File: config.mk
export PLATFORM = sky130hd
export DESIGN_NAME = updown_counter
export DESIGN_NICKNAME = d
export VERILOG_FILES = /design/src/rtl/updown_counter.sv
export SDC_FILE = /design/constraint.sdc
export NUM_CORES = 1
export LEC_CHECK = 0
export ABC_AREA = 0
export ABC_CLOCK_PERIOD_IN_PS = 1820
export CORE_UTILIZATION = 25
export CTS_CLUSTER_DIAMETER = 60
export DETAILED_ROUTE_END_ITERATION = 10
export GPL_ROUTABILITY_DRIVEN = 0
export PLACE_DENSITY = 0.55
export SYNTH_ARGS = -nofsm -noshare
export SYNTH_HDL_FRONTEND = slang
export SYNTH_SLANG_ARGS = --single-unit
File: constraint.sdc
create_clock -name clk -period 1.82 [get_ports clk]
set_input_delay 0.273 -clock clk [delete_from_list [all_inputs] [get_ports clk]]
set_output_delay 0.273 -clock clk [all_outputs]
set_load 0.01 [all_outputs]
File: src/rtl/updown_counter.sv
// updown_counter: registered WIDTH-bit up/down counter with load, boundary decodes and wrap pulse.
// Define SATURATE_EN to hold at the limits instead of wrapping; wrap then flags each blocked step.
module updown_counter #(
    parameter int          WIDTH     = 4,
    parameter int unsigned RESET_VAL = 0
) (
    input  logic             clk,
    input  logic             rst,
    input  logic             en,
    input  logic             up,
    input  logic             load,
    input  logic [WIDTH-1:0] load_val,
    output logic [WIDTH-1:0] cnt,
    output logic             at_max,
    output logic             at_min,
    output logic             wrap
);
    if (WIDTH < 1 || WIDTH > 32) begin : g_bad_width
        $error("updown_counter: WIDTH must be in 1..32");
    end else if (64'(RESET_VAL) >= (64'd1 << WIDTH)) begin : g_bad_reset
        $error("updown_counter: RESET_VAL must be below 2**WIDTH");
    end
    localparam logic [WIDTH-1:0] MAX = '1;
    logic [WIDTH-1:0] cnt_d, cnt_q, step;
    logic             wrap_d, wrap_q, boundary;
    always_comb begin
        boundary = en && (up ? cnt_q == MAX : cnt_q == '0);
        wrap_d   = !load && boundary;
        step     = up ? cnt_q + WIDTH'(1) : cnt_q - WIDTH'(1);
`ifdef SATURATE_EN
        cnt_d    = load ? load_val : (en && !boundary) ? step : cnt_q;
`else
        cnt_d    = load ? load_val : en ? step : cnt_q;
`endif
    end
    always_ff @(posedge clk) begin
        if (rst) begin
            cnt_q  <= WIDTH'(RESET_VAL);
            wrap_q <= 1'b0;
        end else begin
            cnt_q  <= cnt_d;
            wrap_q <= wrap_d;
        end
    end
    assign cnt    = cnt_q;
    assign wrap   = wrap_q;
    assign at_max = cnt_q == MAX;
    assign at_min = cnt_q == '0;
endmodule
==> metrics.yaml, run 1 <==
seqPwrFrac: 0.353
htreeDepth: 1
hold_path_end: "cnt[2]"
synthMuxAreaShare: 0.0936
crit_chain: "and4_1, clkdlybuf4s50_1"
hold_slack_ns: 0.583
hpwl_um: 648
netlist.area_leader.share: 0.300
cp.depth: 2
ys_ff_latch: 5
layout_setup_ws_ns: 0.100
num_vias: 326
hold_path_depth: 3
cts_tree: "done"
worstPathRequired_ns: 1.55
ff2ff_path_depth: 4
drt-vias-per-instance: 4.72
clkSinkCount: 5
p_sw_mw: 0.109
drtIter0Drc: 3
rrSetupSlack_ns: 0.36
antenna_found_initial: 0
syn_nets: 47
power_density_mw_per_mm2: 700
switching_share: 0.287
io_buffer_count: 15
grt_usage: 0.153
clk_latency_ns: 0.25
syn_to_final_growth_pct: 62.5
cpPeakStageDelay_ns: 0.54
p_int_mw: 0.271
drive_above_1_share: 0.200
synth_area_leaders: "dfxtp_1, a21oi_1, ha_1, fa_1, mux2i_1"
relSlewSlack: 0.842
clockBufferDepth: 2
synth_top_area_cell: "dfxtp_1"
finalCritPeriodShare: 0.945
syn_area_um2: 334
final.min_clock_period_ns: 1.72
die_w_um: 38.6
arrival_ns: 1.45
critPathBufInv: 1
skew_ns: 0.00429
crit_slowest_cell: "clkdlybuf4s50_1"
rsz0062_at_grt: "false"
crit_path_start_kind: "flip-flop"
die_y_um: 38.6
hp-start: "load_val[2]"
drv_cap: 0
dp_slack_ns: -0.134
drc_errors: 0
path_max_fanout: 6
power_mw: 0.380
synth_compound_area_frac: 0.154
synthSimpleGateAreaFrac: 0.195
synth_top_family_by_area: "simple AND/OR/NAND/NOR gates"
cts_hold_buf: 0
die_area_mm2: 0.00149
postSynthAreaPerCell_um2: 9.54
nets: 68
instances_no_fill: 69
wl_um: 810
pwr-share-clk: 0.350
synth_warnings: 0
critPathKind: "reg2out"
synth_edf_count: 0
setup_viol: 0
fillCellCount: 118
synth.distinct_cells: 20
ys_seq_area_frac: 0.300
drt_first_pass_iters: 2
leakagePower_nw: 0.232
dp_cells: 65
worstHoldPathType: "in2reg"
rr_startpoint: "cnt[0]"
grt-ovfl-total: 0
hold_violations: 0
synth_ff_type: "dfxtp_1"
num_antenna_cells: 0
drv_slew: 0
postSynth.asyncResetShare: 0
ios: 16
cts-root-buf: "clkbuf_4"
syn_inst: 35
critPathLaunch: "cnt[0]"
synth_common_cells: "a21oi_1, dfxtp_1, nand2_1, nor2_1"
numCtsBuffers: 3
synthXorXnorAreaFrac: 0.0787
wl_per_cell_um: 11.7
rows: 12
drtAntennaViolNets: 0
grt_max_degree: 7
setup_tns_ns: 0
end_kind: "output port"
critPathTopFamily: "buffers and inverters"
coreArea_mm2: 0.00117
comb_power_share: 0.297
grt_pass1_wl_um: 1510
clk_pin_slew_worst_paths_ns: 0.05
synthAdderAreaFrac: 0.135
irDropWorstVdd_mv: 0.296
fmax_mhz: 581
tightest_slew_ns: 0.235
start_util: 0.285
status: "finished clean"
r2r-end: "cnt[2]"
first_global_vias: 351
registers in the layout, summed over array words and instances, names as in the netlist:
register  count
cnt           4
wrap          1
final cells by class:
type                       count  area [um^2]  area share
multi-input combinational     28          225       0.415
tap                           14         17.5      0.0323
timing repair buffer          17          168       0.309
inverter                       1         3.75     0.00691
clock buffer                   4         26.3      0.0484
sequential                     5          103       0.189
layout by cell type, fill, tap and decap left out, drive strengths merged:
cell type / n
nand3: 1
mux2: 1
inv: 1
a21oi: 5
xnor2: 1
a211o: 1
dfxtp: 5
or3b: 1
dlymetal6s2s: 1
ha: 2
clkdlybuf4s50: 14
and4: 1
nand2: 3
mux2i: 2
o32ai: 1
nor4: 1
nor3b: 1
clkbuf: 4
buf: 2
nor2: 3
xor2: 2
and3: 1
fa: 1
per-stage QoR:
step | util | cell area (um^2)
floorplan | - | 334
global route | 0.464 | 543
CTS | 0.460 | 539
detailed placement | 0.432 | 505
finish | 0.464 | 543
global placement | 0.432 | 505
worst max path at each step:
stage	to	slack, ns
6_report	at_max	0.1
3_5_place_dp	cnt[2]	-0.13
5_1_grt	cnt[2]	0.02
2_1_floorplan	cnt[1]	0.40
3_3_place_gp	cnt[2]	-0.11
4_1_cts	at_max	0.04
kinds of logic after synthesis:
kind of cell               count (synthesis)
DFF                                        5
xor gates and xnor gates                   3
adders and majority gates                  3
buffers and inverters                      2
muxes                                      3
and+or+nand+nor                           12
AOI/OAI and AO/OA                          7
layer usage:
metal  global-route usage  up-vias  part of all wire
met2                0.246       15              0.45
met1                0.164      141              0.45
met3               0.0581        2             0.080
met4                0.103        0             0.020
li1                     -      168                 -
met5                    0        -                 0
power by group through the flow:
stage	sequential, mW	combinational (mW)	clock [mW]
floorplan	0.134	0.0551	0
detailed placement	0.134	0.112	0
global route	0.136	0.126	0.145
CTS	0.134	0.114	0.138
global placement	0.132	0.112	0
finish	0.134	0.113	0.133
worst register-to-register path, delay by kind of cell (launching register included):
kind	cells	cell delay, ns
AOI/OAI and AO/OA	2	0.46
adders and majority gates	1	0.41
DFF	1	0.36
xor gates and xnor gates	1	0.14
what timing repair did:
action	4_1_cts	5_1_grt
gates resized for setup	2	2
endpoints found under the setup margin	1	2
setup buffers	0	0
Note: power is estimated with default switching activity, not from simulation.
==> run 2, diff against run 1 <==
Settings changed: CORE_AREA set to 2 2 39 41, CORE_UTILIZATION 25 to not set, DIE_AREA set to 0 0 41 43, GPL_ROUTABILITY_DRIVEN 0 to not set.
==> run 2 against run 1 <==
- global-route usage decreased by 2.9 points
- die area increased by 19%
- sequential power about the same
- design area increased by 5.3%
- clock power about the same
- non-clock buffer count increased by 4
- critical path depth unchanged
- final cell count increased by 8.7%
- maximum frequency decreased by 1.9%
- critical path type unchanged
==> metrics.yaml, run 2 (synthesis results as in run 1) <==
status: "finished clean"
drv_cap: 0  # unchanged
clk_pin_slew_worst_paths_ns: 0.05  # about the same
antenna_found_initial: 0  # unchanged
layout_setup_ws_ns: 0.0673  # -0.0327 ns
crit_slowest_cell: "clkdlybuf4s50_1"
cts_tree: "done"
critPathKind: "reg2out"
relSlewSlack: 0.836  # -0.00581
start_util: 0.241  # -0.0438
crit_path_start_kind: "flip-flop"
num_antenna_cells: 0  # unchanged
drtIter0Drc: 4  # +1
drc_errors: 0  # unchanged
drv_slew: 0  # unchanged
fin_util: 0.413  # -0.0505
path_max_fanout: 5  # -1
num_vias: 340  # +4.3%
die_area_mm2: 0.00176  # +19%
dp_slack_ns: -0.120  # +0.0141 ns
irDropWorstVdd_mv: 0.240  # -19%
wl_per_cell_um: 10.8  # -8.0%
skew_ns: 0.00239  # -0.00190 ns
ios: 16  # unchanged
pwr-share-clk: 0.347  # -0.003
top_layer: "met4"
grt-ovfl-total: 0  # unchanged
die_w_um: 41  # +6.3%
arrival_ns: 1.48  # +0.03 ns
htreeDepth: 1  # unchanged
grt_usage: 0.124  # -0.0290
syn_to_final_growth_pct: 71.2
wl_met3_um: 72  # +11%
drt_first_pass_iters: 2  # unchanged
die_y_um: 43  # +12%
setup_tns_ns: 0  # unchanged
leakagePower_nw: 0.240  # +3.3%
clockBufferDepth: 2  # unchanged
power_mw: 0.389  # +2.4%
crit_chain: "nor4_2, clkdlybuf4s50_1"
drt-vias-per-instance: 4.53  # -4.0%
p_sw_mw: 0.111  # +2.1%
wl_um: 810  # unchanged
finalCritPeriodShare: 0.963  # +0.0179
clkSinkCount: 5  # unchanged
comb_power_share: 0.316  # +0.019
clk_latency_ns: 0.25  # about the same
drtAntennaViolNets: 0  # unchanged
power_density_mw_per_mm2: 681  # -2.7%
met2_length_um: 369  # +2.2%
critPathTopFamily: "buffers and inverters"
rows: 14  # +2
rsz0062_at_grt: "false"
final.min_clock_period_ns: 1.75  # +0.0327 ns
multi_input_area_um2: 225  # unchanged
final_common_cell: "clkdlybuf4s50_1"
switching_share: 0.286  # -0.000940
cts_hold_buf: 0  # unchanged
cpPeakStageDelay_ns: 0.58  # +0.04 ns
mostFrequentLayoutCells: "clkdlybuf4s50_1, buf_4, a21oi_1"
seqPwrFrac: 0.337  # -0.016
wl_met1_um: 347  # -5.7%
fillCellCount: 151  # +28%
drive_above_1_share: 0.237  # +0.0373
worstPathRequired_ns: 1.55  # about the same
hold_slack_ns: 0.555  # -0.0282 ns
first_global_vias: 322  # -8.3%
fmax_mhz: 571  # -1.9%
cts-root-buf: "clkbuf_4"
seq_area_um2: 101  # -1.2%
largest_reg_flops: 4  # unchanged
numCtsBuffers: 3  # unchanged
gp_congestion: 0.741
critPathBufInv: 1  # unchanged
end_kind: "output port"
coreArea_mm2: 0.00138  # +18%
p_int_mw: 0.278  # +2.6%
hold_violations: 0  # unchanged
grt_pass1_wl_um: 1350  # -11%
tightest_slew_ns: 0.243  # +0.00864 ns
worstHoldPathType: "reg2reg"
nets: 72  # +5.9%
grt_max_degree: 7  # unchanged
io_buffer_count: 15  # unchanged
setup_viol: 0  # unchanged
-- run 2: cell types whose count changed in the layout (fill, tap and decap cells not counted) --
cell             change
clkdlybuf4s50_1      +1
buf_4                +4
dlymetal6s2s_1       -1
dfxtp_1              +1
dfxtp_2              -1
-- run 2: worst register-to-register path, stage by stage, from the launching register on --
cell,delay (ns)
dfxtp_1,0.43
fa_1,0.47
mux2_2,0.28
mux2i_1,0.12
nor2_1,0.05
-- run 2: worst paths after layout --
check	cells past startpoint	end	slack, ns	from
max	2	at_min	0.07	cnt[3]
min	3	wrap	0.55	cnt[2]
max reg2reg	4	cnt[1]	0.36	cnt[1]
min reg2reg	3	wrap	0.55	cnt[2]
-- run 2: power by group through the flow --
stage | Combinational, mW | Clock, mW | Sequential, mW
finish | 0.123 | 0.135 | 0.131
global route | 0.137 | 0.145 | 0.133
CTS | 0.125 | 0.139 | 0.131
detailed placement | 0.122 | 0 | 0.132
global placement | 0.122 | 0 | 0.132
floorplan | 0.0551 | 0 | 0.134
-- run 2: layout make-up --
type,instances,share of cell area
repair buffers,21,0.341
well taps,16,0.0350
flip-flops and latches,5,0.177
inverters,1,0.00656
multi-input cells,28,0.394
clock buffers,4,0.0460
-- run 2: stage by stage --
| step | std cells | instance area, um^2 |
|---|---|---|
| 4_1_cts | 75 | 571 |
| 3_5_place_dp | 71 | 538 |
| 6_report | 75 | 572 |
| 3_3_place_gp | 71 | 538 |
| 5_1_grt | 75 | 572 |
| 2_1_floorplan | 35 | 334 |
-- run 2: per-layer routing --
metal	global-route usage	up-vias
met1	0.132	142
met5	0	-
met4	0.120	0
met3	0.0524	4
met2	0.172	17
li1	-	177
-- run 2: what timing repair did --
action | in CTS | in global routing
buffers inserted | 0 | 0
gates resized for setup | 1 | 1
setup endpoints to repair | 1 | 2
==> run 3, diff against run 2 <==
Settings changed: ABC_CLOCK_PERIOD_IN_PS 1820 to 1900.
Clock period 1.82 ns to 1.9 ns, I/O delays scaled along.
==> run 3 against run 2 <==
- largest cell class unchanged
- flip-flop and latch count did not move
- sequential share of layout area up 0.21 points
- non-clock buffer count decreased by 2
- count of clock-buffer cells in the layout is the same
- via count fell by 1.2%
- global-route usage is 0.47 points lower
- power fell by 7.9%
- final cell count down 2.7%
- worst setup slack gained 0.036 ns
- sequential power fell by 5%
- combinational power decreased by 8%
- register-to-register slack gained 0.03 ns
==> metrics.yaml, run 3 (synthesis results as in run 1) <==
status: "finished clean"
final.min_clock_period_ns: 1.80
comb_power_share: 0.315  # about the same
gp_congestion: 0.780  # +5.2%
seqPwrFrac: 0.350  # +0.013
clk_latency_ns: 0.24  # about the same
grt_pass1_wl_um: 1410  # +4.1%
dp_slack_ns: -0.0695  # +0.0506 ns
start_util: 0.241  # unchanged
rr_startpoint: "cnt[0]"
tightest_slew_ns: 0.279  # +0.0355 ns
drtAntennaViolNets: 0  # unchanged
clockBufferDepth: 2  # unchanged
grt_usage: 0.120  # -0.00466
arrival_ns: 1.51  # +0.03 ns
grt_max_degree: 7  # unchanged
layout_setup_ws_ns: 0.103  # +0.0361 ns
htreeDepth: 1  # unchanged
largest_reg_flops: 4  # unchanged
numCtsBuffers: 3  # unchanged
crit_chain: "and4_1, clkdlybuf4s50_1"
fmax_mhz: 557
irDropWorstVdd_mv: 0.226  # -5.9%
instances_no_fill: 73  # -2.7%
first_global_vias: 348  # +8.1%
path_max_fanout: 6  # +1
final_common_cell: "clkdlybuf4s50_1"
p_sw_mw: 0.0972  # -13%
num_antenna_cells: 0  # unchanged
num_vias: 336  # -1.2%
cts-root-buf: "clkbuf_4"
end_kind: "output port"
critPathKind: "reg2out"
cts_setup_buffers: 0  # unchanged
nets: 70  # -2.8%
drtIter0Drc: 5  # +1
critPathLaunch: "cnt[0]"
io_buffer_count: 15  # unchanged
syn_to_final_growth_pct: 67.0
pwr-share-clk: 0.336  # -0.011
hp-start: "cnt[2]"
rsz0062_at_grt: "false"
die_w_um: 41  # unchanged
fin_util: 0.403  # -0.00995
drive_above_1_share: 0.193  # -0.0443
cpPeakStageDelay_ns: 0.54  # -0.04 ns
mostFrequentLayoutCells: "clkdlybuf4s50_1, a21oi_1, dfxtp_1"
p_int_mw: 0.261  # -6.0%
drt-vias-per-instance: 4.60  # +1.5%
hold_violations: 0  # unchanged
finalCritPeriodShare: 0.946
ios: 16  # unchanged
die_y_um: 43  # unchanged
rows: 14  # unchanged
crit_path_start_kind: "flip-flop"
die_area_mm2: 0.00176  # unchanged
setup_viol: 0  # unchanged
clkSinkCount: 5  # unchanged
relSlewSlack: 0.814  # -0.0226
hpwl_um: 652
wl_per_cell_um: 10.8  # -0.18%
cts_tree: "done"
worstPathRequired_ns: 1.62  # +0.07 ns
clk_pin_slew_worst_paths_ns: 0.04  # about the same
leakagePower_nw: 0.242  # +0.72%
switching_share: 0.271  # -0.0150
grt-ovfl-total: 0  # unchanged
skew_ns: 0.00448  # +0.00208 ns
drv_cap: 0  # unchanged
dp_cells: 69  # -2.8%
coreArea_mm2: 0.00138  # unchanged
crit_slowest_cell: "clkdlybuf4s50_1"
drt_first_pass_iters: 4  # +2
wl_um: 787  # -2.8%
antenna_found_initial: 0  # unchanged
cts_hold_buf: 0  # unchanged
worstHoldPathType: "reg2reg"
power_density_mw_per_mm2: 643  # -5.6%
drc_errors: 0  # unchanged
drv_slew: 0  # unchanged
## run 3: path summary, 6_finish.rpt
check	end	slack, ns	cells past startpoint
worst max-delay path	at_max	0.10	2
worst min-delay path	wrap	0.57	3
worst max register to register	cnt[1]	0.39	4
worst min register to register	wrap	0.57	3
## run 3: per-stage QoR
| stage | instance area (um^2) | hold WS, ns | TNS (ns) | total power [mW] |
|---|---|---|---|---|
| 3_3_place_gp | 523 | 0.558 | -0.0861 | 0.239 |
| 6_report | 558 | 0.565 | 0 | 0.359 |
| 4_1_cts | 549 | 0.575 | 0 | 0.366 |
| 5_1_grt | 558 | 0.616 | 0 | 0.388 |
| 2_1_floorplan | 334 | 0.354 | 0 | 0.181 |
| 3_5_place_dp | 523 | 0.559 | -0.0734 | 0.239 |
## run 3: per-layer routing
metal | vias up | global-route usage | wire length [um]
li1 | 171 | - | -
met5 | - | 0 | 0
met4 | 0 | 0.0600 | 0
met3 | 0 | 0.0628 | 56
met2 | 15 | 0.178 | 376
met1 | 150 | 0.133 | 354
## run 3: repair_timing
item                                    in CTS  in global routing
gates resized for setup                      0                  2
hold endpoints to repair                     0                  0
endpoints found under the setup margin       0                  1
## run 3: power groups by stage
stage	combinational [mW]	clock [mW]	sequential [mW]
after floorplan	0.0528	0	0.129
after detailed placement	0.112	0	0.127
after global routing	0.127	0.134	0.127
final	0.113	0.120	0.125
after global placement	0.113	0	0.126
after CTS	0.114	0.128	0.125
## run 3: final cells by class
class,count,area (um^2)
fill,159,826
multi-input combinational,28,225
timing repair buffer,19,183
sequential,5,100
clock buffer,4,26.3
tap,16,20.0
inverter,1,3.75
## run 3: critical path, delay by kind of cell (launching register included)
| kind | cells | cell delay [ns] |
|---|---|---|
| buffers and inverters | 1 | 0.54 |
| flip-flops | 1 | 0.47 |
| AND/OR/NAND/NOR | 1 | 0.26 |
